==> src/rtl/fc_dlmon_pkg.sv <==
// rtl/fc_dlmon_pkg.sv - shared types, widths and helpers for the deadlock watchdog
package fc_dlmon_pkg;

    localparam int CYC_W = 32;

    typedef enum logic [1:0] {
        IDLE     = 2'd0,
        WATCH    = 2'd1,
        DEADLOCK = 2'd2
    } dlmon_state_t;

    // Lowest set bit index of a vector up to 32 bits wide; 0 when empty.
    function automatic logic [4:0] lowest_set_bit(input logic [31:0] v);
        lowest_set_bit = 5'd0;
        for (int i = 31; i >= 0; i--) begin
            if (v[i]) lowest_set_bit = 5'(i);
        end
    endfunction

endpackage

==> src/rtl/fc_dlmon_prio_enc.sv <==
// rtl/fc_dlmon_prio_enc.sv - combinational lowest-set-bit encoder with valid flag
module fc_dlmon_prio_enc
    import fc_dlmon_pkg::*;
#(
    parameter int WIDTH = 8,
    localparam int IDX_W = (WIDTH > 1) ? $clog2(WIDTH) : 1
) (
    input  logic [WIDTH-1:0] data_i,
    output logic [IDX_W-1:0] idx_o,
    output logic             valid_o
);

    logic [31:0] data_ext;

    always_comb begin
        data_ext               = '0;
        data_ext[WIDTH-1:0]    = data_i;
        idx_o                  = IDX_W'(lowest_set_bit(data_ext));
        valid_o                = |data_i;
    end

endmodule

==> src/rtl/fc_deadlock_watchdog.sv <==
// rtl/fc_deadlock_watchdog.sv - flags a kernel deadlock when one stall pattern persists THRESH cycles
module fc_deadlock_watchdog
    import fc_dlmon_pkg::*;
#(
    parameter int AXIS_N = 8,
    parameter int INST_N = 5,
    parameter int BLK_N  = 1,
    parameter int THRESH = 1024,
    localparam int ID_W  = (AXIS_N > 1) ? $clog2(AXIS_N) : 1
) (
    input  logic              clock,
    input  logic              reset,
    input  logic [AXIS_N-1:0] axis_block_sigs,
    input  logic [INST_N-1:0] inst_idle_sigs,
    input  logic [BLK_N-1:0]  inst_block_sigs,
    input  logic              clear,
    output logic              block,
    output logic [AXIS_N-1:0] block_axis_snap,
    output logic [ID_W-1:0]   block_first_id,
    output logic [CYC_W-1:0]  block_cycles,
    output logic [1:0]        state_o
);

    localparam int CNT_W = $clog2(THRESH + 1);
    localparam int PAT_W = AXIS_N + BLK_N;

    dlmon_state_t      state_q, state_d;
    logic [CNT_W-1:0]  cnt_q, cnt_d, cnt_inc;
    logic [PAT_W-1:0]  prev_q, pattern;
    logic [CYC_W-1:0]  cyc_q;
    logic              block_q;
    logic [AXIS_N-1:0] snap_q;
    logic [ID_W-1:0]   first_id_q;
    logic [CYC_W-1:0]  stamp_q;
    logic              stall_now;
    logic              detect;
    logic [ID_W-1:0]   enc_idx;
    logic              enc_valid;

    // A fully idle kernel is quiescent, not deadlocked.
    assign stall_now = ((|axis_block_sigs) | (|inst_block_sigs)) & ~(&inst_idle_sigs);
    assign pattern   = {inst_block_sigs, axis_block_sigs};
    assign cnt_inc   = (cnt_q == {CNT_W{1'b1}}) ? cnt_q : cnt_q + CNT_W'(1);

    fc_dlmon_prio_enc #(
        .WIDTH (AXIS_N)
    ) u_prio_enc (
        .data_i  (axis_block_sigs),
        .idx_o   (enc_idx),
        .valid_o (enc_valid)
    );

    always_ff @(posedge clock or posedge reset) begin
        if (reset) begin
            state_q <= IDLE;
            cnt_q   <= '0;
        end else begin
            state_q <= state_d;
            cnt_q   <= cnt_d;
        end
    end

    // clear overrides every transition, including the detection edge.
    always_comb begin
        state_d = state_q;
        cnt_d   = cnt_q;
        detect  = 1'b0;
        if (clear) begin
            state_d = IDLE;
            cnt_d   = '0;
        end else begin
            case (state_q)
                IDLE: begin
                    if (stall_now) begin
                        state_d = WATCH;
                        cnt_d   = CNT_W'(1);
                    end
                end
                WATCH: begin
                    if (!stall_now) begin
                        state_d = IDLE;
                        cnt_d   = '0;
                    end else if (pattern != prev_q) begin
                        cnt_d = CNT_W'(1);
                    end else begin
                        cnt_d = cnt_inc;
                        if (cnt_inc == CNT_W'(THRESH)) begin
                            state_d = DEADLOCK;
                            detect  = 1'b1;
                        end
                    end
                end
                DEADLOCK: ;
                default: begin
                    state_d = IDLE;
                    cnt_d   = '0;
                end
            endcase
        end
    end

    always_comb begin
        state_o         = state_q;
        block           = block_q;
        block_axis_snap = snap_q;
        block_first_id  = first_id_q;
        block_cycles    = stamp_q;
    end

    always_ff @(posedge clock or posedge reset) begin
        if (reset) begin
            prev_q     <= '0;
            cyc_q      <= '0;
            block_q    <= 1'b0;
            snap_q     <= '0;
            first_id_q <= '0;
            stamp_q    <= '0;
        end else begin
            prev_q <= pattern;
            cyc_q  <= cyc_q + CYC_W'(1);
            // Snapshots survive clear so the bench can still report them.
            if (clear) begin
                block_q <= 1'b0;
            end else if (detect) begin
                block_q    <= 1'b1;
                snap_q     <= axis_block_sigs;
                first_id_q <= enc_valid ? enc_idx : '0;
                stamp_q    <= cyc_q;
            end
        end
    end

endmodule

==> config.mk <==
export PLATFORM = sky130hd
export DESIGN_NAME = fc_deadlock_watchdog
export DESIGN_NICKNAME = d
export VERILOG_FILES = /design/src/rtl/fc_dlmon_pkg.sv /design/src/rtl/fc_dlmon_prio_enc.sv /design/src/rtl/fc_deadlock_watchdog.sv
export SDC_FILE = /design/constraint.sdc
export NUM_CORES = 1
export LEC_CHECK = 0
export CAP_MARGIN = 20
export CORE_MARGIN = 2
export CORE_UTILIZATION = 25
export DETAILED_ROUTE_END_ITERATION = 7
export GPL_ROUTABILITY_DRIVEN = 0
export SYNTH_ARGS = -nofsm -noshare
export SYNTH_HDL_FRONTEND = slang
export SYNTH_HIERARCHICAL = 1
export SYNTH_SLANG_ARGS = --single-unit
==> constraint.sdc <==
create_clock -name clock -period 6.6 [get_ports clock]
set_input_delay 1.65 -clock clock [delete_from_list [all_inputs] [get_ports clock]]
set_output_delay 1.65 -clock clock [all_outputs]
set_load 0.01 [all_outputs]
# After elaboration in Yosys (flattened, before gate mapping)
# Cells that the tools add are included.
# W data, S select, Z words.
# op_classes
addsub,2
bitwise_logic,4
eq_ne,9
n_mux,28
n_shift,0
div,0
mul,0
reduce_logical,7
magnitude_cmp,0
# op_table
operator,n
$mux W11,5
$pmux W11 S3,1
$add A32 B1 Y32 const B,1
$mux W3,9
$eq A11 B11 Y1 const B,2
$add A11 B1 Y11 const B,1
$mux W2,5
$ne A9 B9 Y1,1
$ne A4 B4 Y1 const B,2
$reduce_or A8 Y1,1
$mux W1,7
$pmux W2 S3,1
$reduce_and A5 Y1,1
$reduce_and A2 Y1,2
$reduce_and A4 Y1,1
$ne A3 B3 Y1 const B,1
$eq A2 B1 Y1 const B,1
$eq A2 B2 Y1 const B,1
$logic_not A2 Y1,1
$ne A2 B2 Y1 const B,1
$not A1 Y1,2
$reduce_bool A2 Y1,1
$and A1 B1 Y1,1
$or A1 B1 Y1,1
# totals
out_inout_bits,46
elab_cells,58
mem_bits_ro,0
latch_bits,0
ram_bits,0
input_bits,17
register_bits,98
n_memories,0

# Logic depth before layout (Yosys ltp)
# depth
depth_word,10
ltp_mapped,8

# By module
# Netlist, hierarchy kept.
# modules_own_cells
module,cells_per_inst,seq_area_each_um2,area_per_inst_um2,instances
fc_deadlock_watchdog,347,2452.4,4311.6,1
fc_dlmon_prio_enc,13,0.0,81.3,1

# Worst setup path before layout
# No wires, ideal clock.
# synth_timing
path_type,input to register
start,in axis_block_sigs[6]
end,reg stamp_q[13] (netlist: block_cycles[13])
setup_time_ns,0.125
setup_slack_ns,3.200
stages,7
t_arrival_ns,3.274
path_cell_list,xor2_1 > nor4_4 > nand4_2 > nor3_4 > nand4_4 > buf_6 > mux2_4
# synth_via
elab_chain_cells,7
elab_cells_between_ends,9
cone_classes,1 x eq/ne; 4 x mux; 2 x bitwise; 2 x reduce/logical
# synth_rtl
element,line,source
start: declaration,fc_deadlock_watchdog.sv:13,"input logic [AXIS_N-1:0] axis_block_sigs,"
$reduce_or A8 Y1,fc_deadlock_watchdog.sv:41,assign stall_now = ((|axis_block_sigs) | (|inst_block_sigs)) & ~(&inst_idle_sigs);
$or A1 B1 Y1,fc_deadlock_watchdog.sv:41,
$and A1 B1 Y1,fc_deadlock_watchdog.sv:41,
$mux W1 (*),fc_deadlock_watchdog.sv:80,if (!stall_now) begin
$mux W1 (*),fc_deadlock_watchdog.sv:72,case (state_q)
$mux W1 (*),fc_deadlock_watchdog.sv:68,if (clear) begin
$reduce_and A2 Y1 (no source line) (*),-,
end signal: assignment,fc_deadlock_watchdog.sv:128,stamp_q <= cyc_q;
end: declaration,fc_deadlock_watchdog.sv:34,logic [CYC_W-1:0] stamp_q;
# Every way passes the cells marked *; elsewhere a longest branch is shown, timed or not.
# A chain may end at the register's enable or synchronous reset.

# Worst setup path in the final report
# layout_timing
start,in axis_block_sigs[6]
end,reg stamp_q[6] (netlist: block_cycles[6])
# The elaborated chain is that of the path after synthesis.

==> results.md <==
* Outcome: completed
* Number of I/O pins at 63
* Crit-path leading delay family: simple AND/OR/NAND/NOR gates
* Initial antenna violation count at 0
* Static Leakage at 2.52 nW
* Hold/Removal Path Class: reg2reg
* Power density normalized to cell area at 224 nW/µm²
* Share of the synthesized netlist area taken by xor and xnor gates at 8.17%
* Final worst slack at 1.75 ns
* Final total negative setup slack at 0 ns
* CTS tree: yes
* Count of hold-fix buffers inserted at cts at 0
* Dominant combinational cell family by area after synthesis: simple AND/OR/NAND/NOR gates
* # Post-CTS Setup Buffers at 0
* Starting density of the core at 25.5%
* Register bit count reported by yosys at 98
* Horizontal die dimension at 137 µm
* Combined buffer and inverter count along the critical path at 1
* Period Utilization, post-route at 73.4%
* Number of hold violations in the final report at 0
* Critical Path, Cell by Cell: clkdlybuf4s50_1, xor2_1, nor4_4, nand4_2, nor3_4, nand4_4, mux2_4
* Count of max-cap constraint violations at 0
* Final Skew at 0.00599 ns
* Cells after synthesis at 360
* Sinks on the clock net at 98
* Worst setup timing slack at the placement stage at 1.36 ns
* Relative area change from synthesis to final layout at 26.8%
* DP HPWL at 6.18 mm
* Aggregate routed wire length at 8.97 mm
* Finished Core Util at 32.3%
* Worst Setup Start Kind: input pin
* Worst-case headroom to the max-slew limit at 36.1%
* Met2 Track Usage GR at 16.8%
* Highest clock rate at 0.206 GHz
* Per-instance average area after synthesis at 12.2 µm²
* Slew at the pin closest to its max-slew limit at 0.957 ns
* Per-cell routed wire length at 13.7 µm
* Maximum number of pins on one net before global-route repair at 63
* Most frequent standard cell in the layout excluding fill and tap cells: dfrtp_1
* Synth cell types at 49
* DR pass1 iterations at 5
* Root buffer cell: clkbuf_16
* Basic-gate share of the synthesized area counting and, or, nand and nor cells at 14.8%
* Arrival @ worst endpoint at 5.06 ns
* Synth Cell Area at 4390 µm²
* Row cnt at 48
* Congestion Overflow GR at 0
* Arithmetic-cell share of the synthesized area counting full adders, half adders and majority gates at 0.570%
* Post-Syn Nets at 379
* VDD IR max at 123 µV
* Maximum fanout encountered on the critical timing path at 45
* Die outline area at 18600 µm²
* Mux contribution to synthesized area at 11.8%
* Max incr delay on CP at 0.87 ns
* Number of diodes added for antenna fixing at 0
* Via count of the first global-routing pass at 3101
* Final setup violation count at 0
* Fraction of layout instances using a drive strength above 1 at 15.4%
* Sequential cell area fraction in the yosys report at 55.8%
* Endpoint required time on the critical path at 6.82 ns
* Most used cells in the layout excluding fill and tap cells: dfrtp_1 (98), clkdlybuf4s50_1 (62), mux2_2 (30)
* Final-stage net count at 443
* Post-DR vias/cell at 4.48
* Clk pin slew, worst setup/hold paths at 0.06 ns
* Fraction of synthesis flops using an asynchronous set or reset pin at 100%
* Residual DRC at 0
* Clock latency of the later-clocked register in the worst-skew pair at 0.34 ns
* Core area at 17200 µm²
* H-tree depth at 3
* Remaining number of nets flagged by the antenna check after routing at 0
* Worst setup path category: in2reg
* First-pass GRT wire length at 15.4 mm
* Count of flip-flops with a built-in enable after synthesis at 0
* CTS-repair resized insts at 0
* Iteration-0 DRC Markers at 83
* Routing usage on met1 at 13.5%
* Maximum buffer depth of the clock tree at 2
* Overall routing resource usage at 10.3%
* TritonCTS Buffers at 9
* Slowest CP cell: nand4_4
* Total of buffers placed on input and output ports at 62
* Vertical extent of the die at 137 µm
* Max Slew Vio Count at 0
* Unrepaired setup endpoints after global routing: no
* Number of warnings issued by yosys at 6
* Synth Flop Type: dfrtp_1
* Most heavily used metal layer in global routing: met2
* Total number of vias at 2924
* Compound-cell area share of the yosys netlist at 6.27%
* Met3 demand-to-capacity share in global routing at 1.74%
* Crit. End Element: register
* Final critical-path required period at 4.85 ns
-- worst paths after layout --
kind,startpoint,endpoint,slack (ns),cells after the start
worst min-delay path,cyc_q[0],cyc_q[0],0.46,1
worst min register to register,cyc_q[0],cyc_q[0],0.46,1
min in group asynchronous,reset,block_cycles[25],1.71,2
worst max register to register,cnt_q[0],block_cycles[6],3.29,7
worst max-delay path,axis_block_sigs[6],block_cycles[6],1.75,7
max in group asynchronous,reset,cnt_q[10],3.75,3
-- layer usage --
layer / routed length [µm] / part of all wire, % / up-vias
met5: 0 / 0 / -
met4: 140 / 1.6 / 0
met3: 238 / 2.7 / 10
met2: 4300 / 48 / 47
met1: 4290 / 48 / 1465
li1: - / - / 1402
-- layout make-up --
type,count,area [µm²]
clock buffers,10,239
flip-flops and latches,98,2450
well taps,225,282
clock inverters,5,103
fillers,1708,11700
repair buffers,63,628
multi-input cells,242,1830
inverters,10,40.0
-- cell usage after synthesis (2+ instances only) --
cell       n  area (µm²)
mux2_4    10         150
dfrtp_1   98        2450
nand2b_1   2        12.5
nand3_1   21         105
ha_1       2        25.0
nor2_1    16        60.1
and4_1     8        70.1
clkbuf_1   2        7.51
nand2_1   28         105
xnor2_1   23         201
nor3_1     4        20.0
buf_6      4        45.0
xor2_1    18         158
a21oi_1   11        55.1
inv_1     10        37.5
nor4_2     2        25.0
nor4_1     2        12.5
mux2i_1    3        30.0
buf_2      3        15.0
a41oi_1    2        17.5
mux2_2    30         338
a31oi_1    4        25.0
and2_1     4        25.0
nand4_1    7        43.8
o21ai_0   11        55.1
and3_1     9        56.3
a22o_1     3        26.3
o21bai_1   2        15.0
-- metrics by stage --
step / total power [mW] / hold WS [ns] / instance area (µm²) / instances
3_5_place_dp: 0.663 / 0.458 / 5230 / 638
5_1_grt: 1.29 / 0.478 / 5570 / 653
3_3_place_gp: 0.662 / 0.449 / 5230 / 638
2_1_floorplan: 0.640 / 0.432 / 4390 / 360
6_report: 1.25 / 0.462 / 5570 / 653
4_1_cts: 1.26 / 0.466 / 5570 / 653
-- state kept, by name, summed over array words and instances, names as in the netlist --
name,count
block_first_id,3
prev_q,9
block_cycles,32
block_axis_snap,8
block,1
cyc_q,32
cnt_q,11
state_o,2
-- worst register-to-register path: stages (launching register included) --
cell	delay, ns
dfrtp_1	0.50
ha_1	0.33
and4_1	0.36
and2_1	0.18
a31oi_1	0.10
nor4_2	0.32
nand4_4	0.78
mux2_4	0.60
-- logic make-up after synthesis --
logic type	Yosys count
AOI/OAI and AO/OA	43
xor gates and xnor gates	41
adders and majority gates	2
buffers and inverters	20
DFF	98
muxes	43
and+or+nand+nor	113
-- power by group --
part           total [mW]  switching [mW]  internal [mW]
registers           0.607         0.00263          0.604
logic              0.0436          0.0273         0.0162
clock network       0.597           0.219          0.378
total                1.25           0.249          0.998
No activity file was read; power rests on OpenSTA's default activity.
